<file path="src/rtl/feedback_receiver_pkg.sv">
// Shared definitions for the UART feedback/script receiver: channel codes,
// feedback bit positions, script FSM encoding and default timing parameters.
package feedback_receiver_pkg;

    localparam logic [1:0] CH_FEEDBACK = 2'b01;
    localparam logic [1:0] CH_SCRIPT   = 2'b10;

    localparam int BIT_FRONT      = 2;
    localparam int BIT_HAND       = 3;
    localparam int BIT_PROCESSING = 4;
    localparam int BIT_MACHINE    = 5;

    localparam int DEF_STALE_CYCLES       = 153600;
    localparam int DEF_SCRIPT_IDLE_CYCLES = 2400;

    typedef enum logic {
        S_IDLE = 1'b0,
        S_LOAD = 1'b1
    } script_state_t;

    // Flags packed as {machine, processing, hand, front}
    function automatic logic [3:0] fb_flags(input logic [7:0] b);
        return {b[BIT_MACHINE], b[BIT_PROCESSING], b[BIT_HAND], b[BIT_FRONT]};
    endfunction

endpackage

</file>
<file path="src/rtl/rx_valid_edge.sv">
// data_valid rising-edge detector with byte capture; emits a one-cycle
// registered accept pulse alongside the captured byte.
module rx_valid_edge (
    input  logic       clk,
    input  logic       rst_n,
    input  logic       data_valid,
    input  logic [7:0] data_receive,
    output logic       accept,
    output logic [7:0] rx_byte
);

    logic prev;
    logic armed;
    logic rise;

    // armed stays low until data_valid has been seen low, so a level that is
    // already high coming out of reset is not mistaken for a new byte
    assign rise = data_valid && !prev && armed;

    always_ff @(posedge clk) begin
        if (!rst_n) begin
            prev    <= 1'b0;
            armed   <= !data_valid;
            accept  <= 1'b0;
            rx_byte <= 8'h00;
        end else begin
            prev   <= data_valid;
            accept <= rise;
            if (!data_valid) armed   <= 1'b1;
            if (rise)        rx_byte <= data_receive;
        end
    end

endmodule

</file>
<file path="src/rtl/feedback_receiver.sv">
// UART byte receiver: decodes feedback flag frames, tracks feedback staleness,
// frames script loads by inter-byte idle time and counts rejected bytes.
module feedback_receiver
    import feedback_receiver_pkg::*;
#(
    parameter int STALE_CYCLES       = DEF_STALE_CYCLES,
    parameter int SCRIPT_IDLE_CYCLES = DEF_SCRIPT_IDLE_CYCLES
) (
    input  logic       uart_clk,
    input  logic       rst_n,
    input  logic       data_valid,
    input  logic [7:0] data_receive,
    output logic       sig_front,
    output logic       sig_hand,
    output logic       sig_processing,
    output logic       sig_machine,
    output logic       fb_update,
    output logic       fb_stale,
    output logic       script_active,
    output logic       script_done,
    output logic [7:0] script_len,
    output logic [7:0] err_count
);

    localparam int SW = $clog2(STALE_CYCLES + 1);
    localparam int IW = $clog2(SCRIPT_IDLE_CYCLES + 1);
    localparam logic [SW-1:0] STALE_MAX = SW'(STALE_CYCLES);
    localparam logic [IW-1:0] IDLE_LAST = IW'(SCRIPT_IDLE_CYCLES - 1);

    logic          acc;
    logic [7:0]    rx_byte;
    logic          is_fb, is_script, is_err;
    logic [3:0]    new_flags, held_flags;
    logic [SW-1:0] stale_cnt, stale_nxt;
    logic [IW-1:0] idle_cnt;
    script_state_t state;

    rx_valid_edge u_edge (
        .clk          (uart_clk),
        .rst_n        (rst_n),
        .data_valid   (data_valid),
        .data_receive (data_receive),
        .accept       (acc),
        .rx_byte      (rx_byte)
    );

    always_comb begin
        is_fb      = acc && (rx_byte[1:0] == CH_FEEDBACK) && (rx_byte[7:6] == 2'b00);
        is_script  = acc && (rx_byte[1:0] == CH_SCRIPT);
        is_err     = acc && !is_fb && !is_script;
        new_flags  = fb_flags(rx_byte);
        held_flags = {sig_machine, sig_processing, sig_hand, sig_front};
        if (is_fb)                        stale_nxt = '0;
        else if (stale_cnt == STALE_MAX)  stale_nxt = stale_cnt;
        else                              stale_nxt = stale_cnt + SW'(1);
    end

    // The stale counter comes out of reset saturated: no frame has been seen yet
    always_ff @(posedge uart_clk) begin
        if (!rst_n) begin
            {sig_machine, sig_processing, sig_hand, sig_front} <= 4'b0000;
            fb_update     <= 1'b0;
            fb_stale      <= 1'b1;
            stale_cnt     <= STALE_MAX;
            err_count     <= 8'd0;
            state         <= S_IDLE;
            idle_cnt      <= '0;
            script_active <= 1'b0;
            script_done   <= 1'b0;
            script_len    <= 8'd0;
        end else begin
            fb_update <= is_fb && (new_flags != held_flags);
            if (is_fb) {sig_machine, sig_processing, sig_hand, sig_front} <= new_flags;
            stale_cnt <= stale_nxt;
            fb_stale  <= (stale_nxt == STALE_MAX);
            if (is_err && err_count != 8'hFF) err_count <= err_count + 8'd1;

            script_done <= 1'b0;
            if (state == S_IDLE) begin
                if (is_script) begin
                    state         <= S_LOAD;
                    script_active <= 1'b1;
                    script_len    <= 8'd1;
                    idle_cnt      <= '0;
                end
            end else begin
                // a byte on the timeout cycle keeps the load open
                if (is_script) begin
                    if (script_len != 8'hFF) script_len <= script_len + 8'd1;
                    idle_cnt <= '0;
                end else if (idle_cnt == IDLE_LAST) begin
                    state         <= S_IDLE;
                    script_active <= 1'b0;
                    script_done   <= 1'b1;
                end else begin
                    idle_cnt <= idle_cnt + IW'(1);
                end
            end
        end
    end

endmodule

</file>
<file path="config.mk">
export PLATFORM = sky130hd
export DESIGN_NAME = feedback_receiver
export DESIGN_NICKNAME = d
export VERILOG_FILES = /design/src/rtl/feedback_receiver_pkg.sv /design/src/rtl/rx_valid_edge.sv /design/src/rtl/feedback_receiver.sv
export SDC_FILE = /design/constraint.sdc
export NUM_CORES = 1
export LEC_CHECK = 0
export ABC_AREA = 1
export CAP_MARGIN = 15
export CORE_ASPECT_RATIO = 0.75
export CORE_MARGIN = 8
export CORE_UTILIZATION = 44
export CTS_CLUSTER_DIAMETER = 100
export DETAILED_ROUTE_END_ITERATION = 16
export GPL_ROUTABILITY_DRIVEN = 0
export HOLD_SLACK_MARGIN = 0.02
export PLACE_DENSITY = 0.77
export SLEW_MARGIN = 20
export SYNTH_ARGS = -nofsm -noshare
export SYNTH_HDL_FRONTEND = slang
export SYNTH_HIERARCHICAL = 1
export SYNTH_SLANG_ARGS = --single-unit
</file>
<file path="constraint.sdc">
create_clock -name uart_clk -period 1.65 [get_ports uart_clk]
set_input_delay 0.165 -clock uart_clk [delete_from_list [all_inputs] [get_ports uart_clk]]
set_output_delay 0.165 -clock uart_clk [all_outputs]
set_load 0.03 [all_outputs]
</file>
# Word level (Yosys, flattened, before mapping)
# Index checks and enable logic that the tools add are counted.
# totals
ff_bits	66
memories	0
mem_bits_ro	0
output_inout_bits	24
latch_bits	0
mem_bits_rw	0
input_bits	11
# classes
eq_ne	12
add_sub_neg	4
multipliers	0
shift	0
bitwise_logic	2
muxes	21
div_mod_pow	0
magnitude_cmp	0
reduce_logical	20
# ops
operator	count
$mux 12	4
$eq 18x18->1 const B	2
$mux 18	2
$mux 8	4
$add 18x1->18 const B	1
$add 8x1->8 const B	2
$ne 8x8->1 const B	2
$add 12x1->12 const B	1
$eq 12x12->1 const B	1
$mux 1	11
$logic_and 1x1->1	9
$ne 2x2->1 const B	3
$logic_not 1->1	4
$ne 4x4->1	1
$reduce_and 2->1	2
$reduce_bool 2->1	2
$reduce_and 3->1	1
$reduce_or 3->1	1
$eq 2x1->1 const B	1
$eq 2x2->1 const B	1
$logic_not 2->1	1
$ne 2x1->1 const B	1
$not 1->1	2

# Logic depth before layout (Yosys ltp)
# logic_depth
word_depth	7
ltp_mapped	15
ltp_nobuf	15

# Hierarchy
# Netlist, hierarchy kept.
# by_module_without_submodules
mod	cells_per_inst	area_per_inst_um2	instances	seq_area_each_um2
feedback_receiver	462	3031.7	1	1101.1
rx_valid_edge	60	447.9	1	230.2

# Worst setup path after synthesis
# Ideal clock, no wire load.
# synth_path
path_type	register to register
startpoint	register err_count[0]
endpoint	register err_count[5]
path_buffers	0
path_stages_with_launch	11
setup_ns	0.116
setup_slack_ns	0.018
arrival_ns	1.517
t_required_ns	1.534
cell_sequence	dfxtp_1 ha_1 nand4_1 nor2_1 nand2_1 nand4_1 nor2_1 nand2_1 nand2_1 inv_1 nor2_1
# synth_between
elab_chain_cells	2
elab_cells_between_ends	3
cone_classes	add/sub: 1; eq/ne: 1; reduce/logical: 1
# synth_lines
item	line_no	text
from (decl)	feedback_receiver.sv:22	output logic [7:0] err_count
from (signal assigned)	feedback_receiver.sv:76	if (is_err && err_count != 8'hFF) err_count <= err_count + 8'd1;
branches (longest 2 deep; another with $add 8x1->8)	--	
# Parallel ways; which one is timed is not known.
# A chain may end at the register's enable or synchronous reset.

# Worst setup path in the final report
# layout_path
startpoint	register idle_cnt[0]
endpoint	register idle_cnt[3]
# layout_between
elab_chain_cells	4
elab_cells_between_ends	7
cone_classes	add/sub: 1; eq/ne: 2; mux: 3; reduce/logical: 1
# layout_lines
item	line_no	text
from (decl)	feedback_receiver.sv:35	logic [IW-1:0] idle_cnt;
from (signal assigned)	feedback_receiver.sv:96	idle_cnt <= idle_cnt + IW'(1);
$add 12x1->12	feedback_receiver.sv:96	
$mux 12	feedback_receiver.sv:91	end else if (idle_cnt == IDLE_LAST) begin
$mux 12	feedback_receiver.sv:88	if (is_script) begin
$mux 12	feedback_receiver.sv:79	if (state == S_IDLE) begin
# Several ways; a longest one is shown, not always the timed one. The select of a mux whose other input is x is not followed.

==> run metrics <==
status=finished, final reports clean; Post-synth ARST share=0%; total congestion overflow=0; count leader, synth=nand2_1; max_slew headroom=63.8%; crit path DAT=1.84 ns; Routed Antenna Nets=0; CTS Sinks=66; maximum vdd drop=504 µV; CTS Buffer Depth=2; Initial Util=44.7%; Yosys cell types=39; Sequential Power Share=40.9%; Chip Width=119 µm; Hold Crit Class=in -> reg; final period utilization=97.9%; port bufs=34; Final Max Slew Viols=0; Post-CTS Hold Fix Bufs=0; fin util=59.1%; nets=599; Cell Area, Synth=3480 µm²; total CTS buffers=9; drt wl/cell=13.1 µm; share of Yosys cell area claimed by the top area cell type=37.4%; Synth Flop Type=dfxtp_1; crit path time final=1.61 ns; TritonCTS clock tree=done; first-pass GRT wire length=14200 µm; achievable frequency=0.619 GHz; #FFs+latches synth=66; synthesis-to-layout area growth=32.1%; nature of the critical path endpoint=flop; DRT iter0 DRCs=267; sw frac=25.8%; clock root cell=clkbuf_8; Total GRT Usage=15.5%; CORE AREA=7780 µm²; CP startpoint kind=flop; Max FO, Critical Path=8; Post-Syn Instances=522; first-pass detailed-route iteration total=5; Fin. Hold Viols=0; Post-synth EDFFs=1; Yosys Warn Count=6; RSZ-0062 raised after global routing=true; clock latency on the worst-skew pair=0.35 ns; vias in the first global route=3133; Synth area leader=dfxtp_1; hpwl dp=6260 µm; synth cell count leaders=nand2_1 (135), nor2_1 (90), dfxtp_1 (65); antenna violations before repair=0; Synth area leaders=dfxtp_1 (37%), nand2_1 (15%), nor2_1 (9.7%); clock skew=0.00907 ns; layout cell share with drive strength beyond 1=20.1%; Slew @ Worst Pin=0.543 ns; combinational cell fraction of total power=16.2%; Lkg Pwr=2.00 nW; switching power=1.11 mW; Max Cap Viol=0; required time of the critical path=1.87 ns; PD cells=935 nW/µm²; total wire length=9070 µm; Die H=93.0 µm; power share of the clock group=42.9%; row count=28; I/O pin count=35; Via Count=3560; Clock transition at path regs=0.08 ns; Fillers=688; placed cell area=4010 µm²; Die ar.=11000 µm²; Via density=5.14; largest net degree at the start of global routing=37; Syn Area/Cell=6.67 µm²; CP Class=reg -> reg; synthesized net count=538; Hold WS=0.392 ns; Final setup violation count=0; Seq/Total Area, Yosys=38.3%; CTS H-Tree Depth=3; Final Instance Area=4600 µm²; DRC viols=0; # diodes=0; internal power=3.19 mW
-- placed cells by master, fill, tap and decap left out, types with 3 or more instances in the layout --
cell type	count
xnor2_1	7
inv_1	59
nand2_1	132
inv_2	5
bufinv_16	4
o21ai_1	3
dfxtp_2	17
clkbuf_8	10
dlymetal6s2s_1	5
nand3_1	37
nor2_4	8
ha_4	3
buf_4	22
dfxtp_4	3
nor3_1	6
dfxtp_1	45
nor2_1	81
nand3_4	3
clkdlybuf4s50_1	25
inv_4	3
a21oi_1	24
o21ai_0	17
nand2_2	7
dlygate4sd2_1	4
nor2_2	9
nand3_2	5
nand4_1	13
-- flip-flops by register name, summed over array words and instances, names as in the netlist --
| name | cells |
|---|---|
| u_edge/armed | 1 |
| script_len | 8 |
| err_count | 8 |
| state | 1 |
| fb_update | 1 |
| sig_machine | 1 |
| sig_hand | 1 |
| sig_front | 1 |
| fb_stale | 1 |
| script_active | 1 |
| stale_cnt | 18 |
| u_edge/accept | 1 |
| sig_processing | 1 |
| idle_cnt | 12 |
| u_edge/rx_byte | 8 |
| u_edge/prev | 1 |
| script_done | 1 |
-- metrics by stage --
| stage | setup slack [ns] | power, mW | std cells | TNS (ns) |
|---|---|---|---|---|
| floorplan | 0.0176 | 2.14 | 522 | 0 |
| global placement | -0.00115 | 2.31 | 665 | -0.00115 |
| detailed placement | -0.0504 | 2.33 | 665 | -0.319 |
| CTS | 0.00268 | 4.17 | 681 | 0 |
| global route | -0.0888 | 4.50 | 693 | -0.402 |
| finish | 0.0351 | 4.30 | 693 | 0 |
-- metal layers --
layer | routed length [µm] | global-route usage (%) | up-vias
met1 | 3950 | 18.9 | 1618
met5 | 0 | 0 | -
li1 | - | - | 1783
met4 | 152 | 4.62 | 0
met3 | 681 | 4.39 | 18
met2 | 4280 | 26.3 | 141
-- power groups by stage --
stage / clock network, mW / registers [mW] / logic (mW)
final: 1.84 / 1.76 / 0.698
after global routing: 1.94 / 1.77 / 0.792
after CTS: 1.87 / 1.73 / 0.577
after detailed placement: 0 / 1.76 / 0.568
after global placement: 0 / 1.75 / 0.560
after floorplan: 0 / 1.77 / 0.373
-- worst paths after layout --
kind,start,endpoint,slack (ns),depth (start not counted)
min reg2reg,err_count[4],err_count[4],0.46,2
min,data_receive[0],u_edge/rx_byte[0],0.39,3
max reg2reg,idle_cnt[0],idle_cnt[3],0.04,10
max,idle_cnt[0],idle_cnt[3],0.04,10
-- cell families (layout without fill, tap and decap cells) --
kind of cell               Yosys count  after routing  share of synthesized area [%]
AOI/OAI and AO/OA                   51             52                           7.91
xor gates and xnor gates             9              9                           2.27
adders and majority gates            5              5                           1.80
buffers and inverters               79            144                           9.46
DFF                                 66             66                           38.3
and+or+nand+nor                    312            312                           40.3
-- critical path: stages (launching register included) --
cell     delay, ns
dfxtp_2       0.35
ha_2          0.18
nand2_1       0.10
nor2_4        0.14
nand2_4       0.08
nor2_4        0.12
nand3_4       0.14
nand3_4       0.12
inv_4         0.07
o21ai_0       0.10
a21oi_1       0.10
-- final cells by class --
class,count,area [µm²],area share [%]
tap,105,131,2.86
clock buffer,10,138,2.99
sequential,66,1360,29.7
clock inverter,6,136,2.97
multi-input combinational,378,1990,43.3
timing repair buffer,59,564,12.3
inverter,69,272,5.91
-- repair_timing --
item,in CTS,in global routing
gates resized for setup,10,69
pin swaps,1,15
gates cloned,0,1
endpoints found under the setup margin,18,27
buffers inserted,0,11
(Power assumes the default switching activity.)
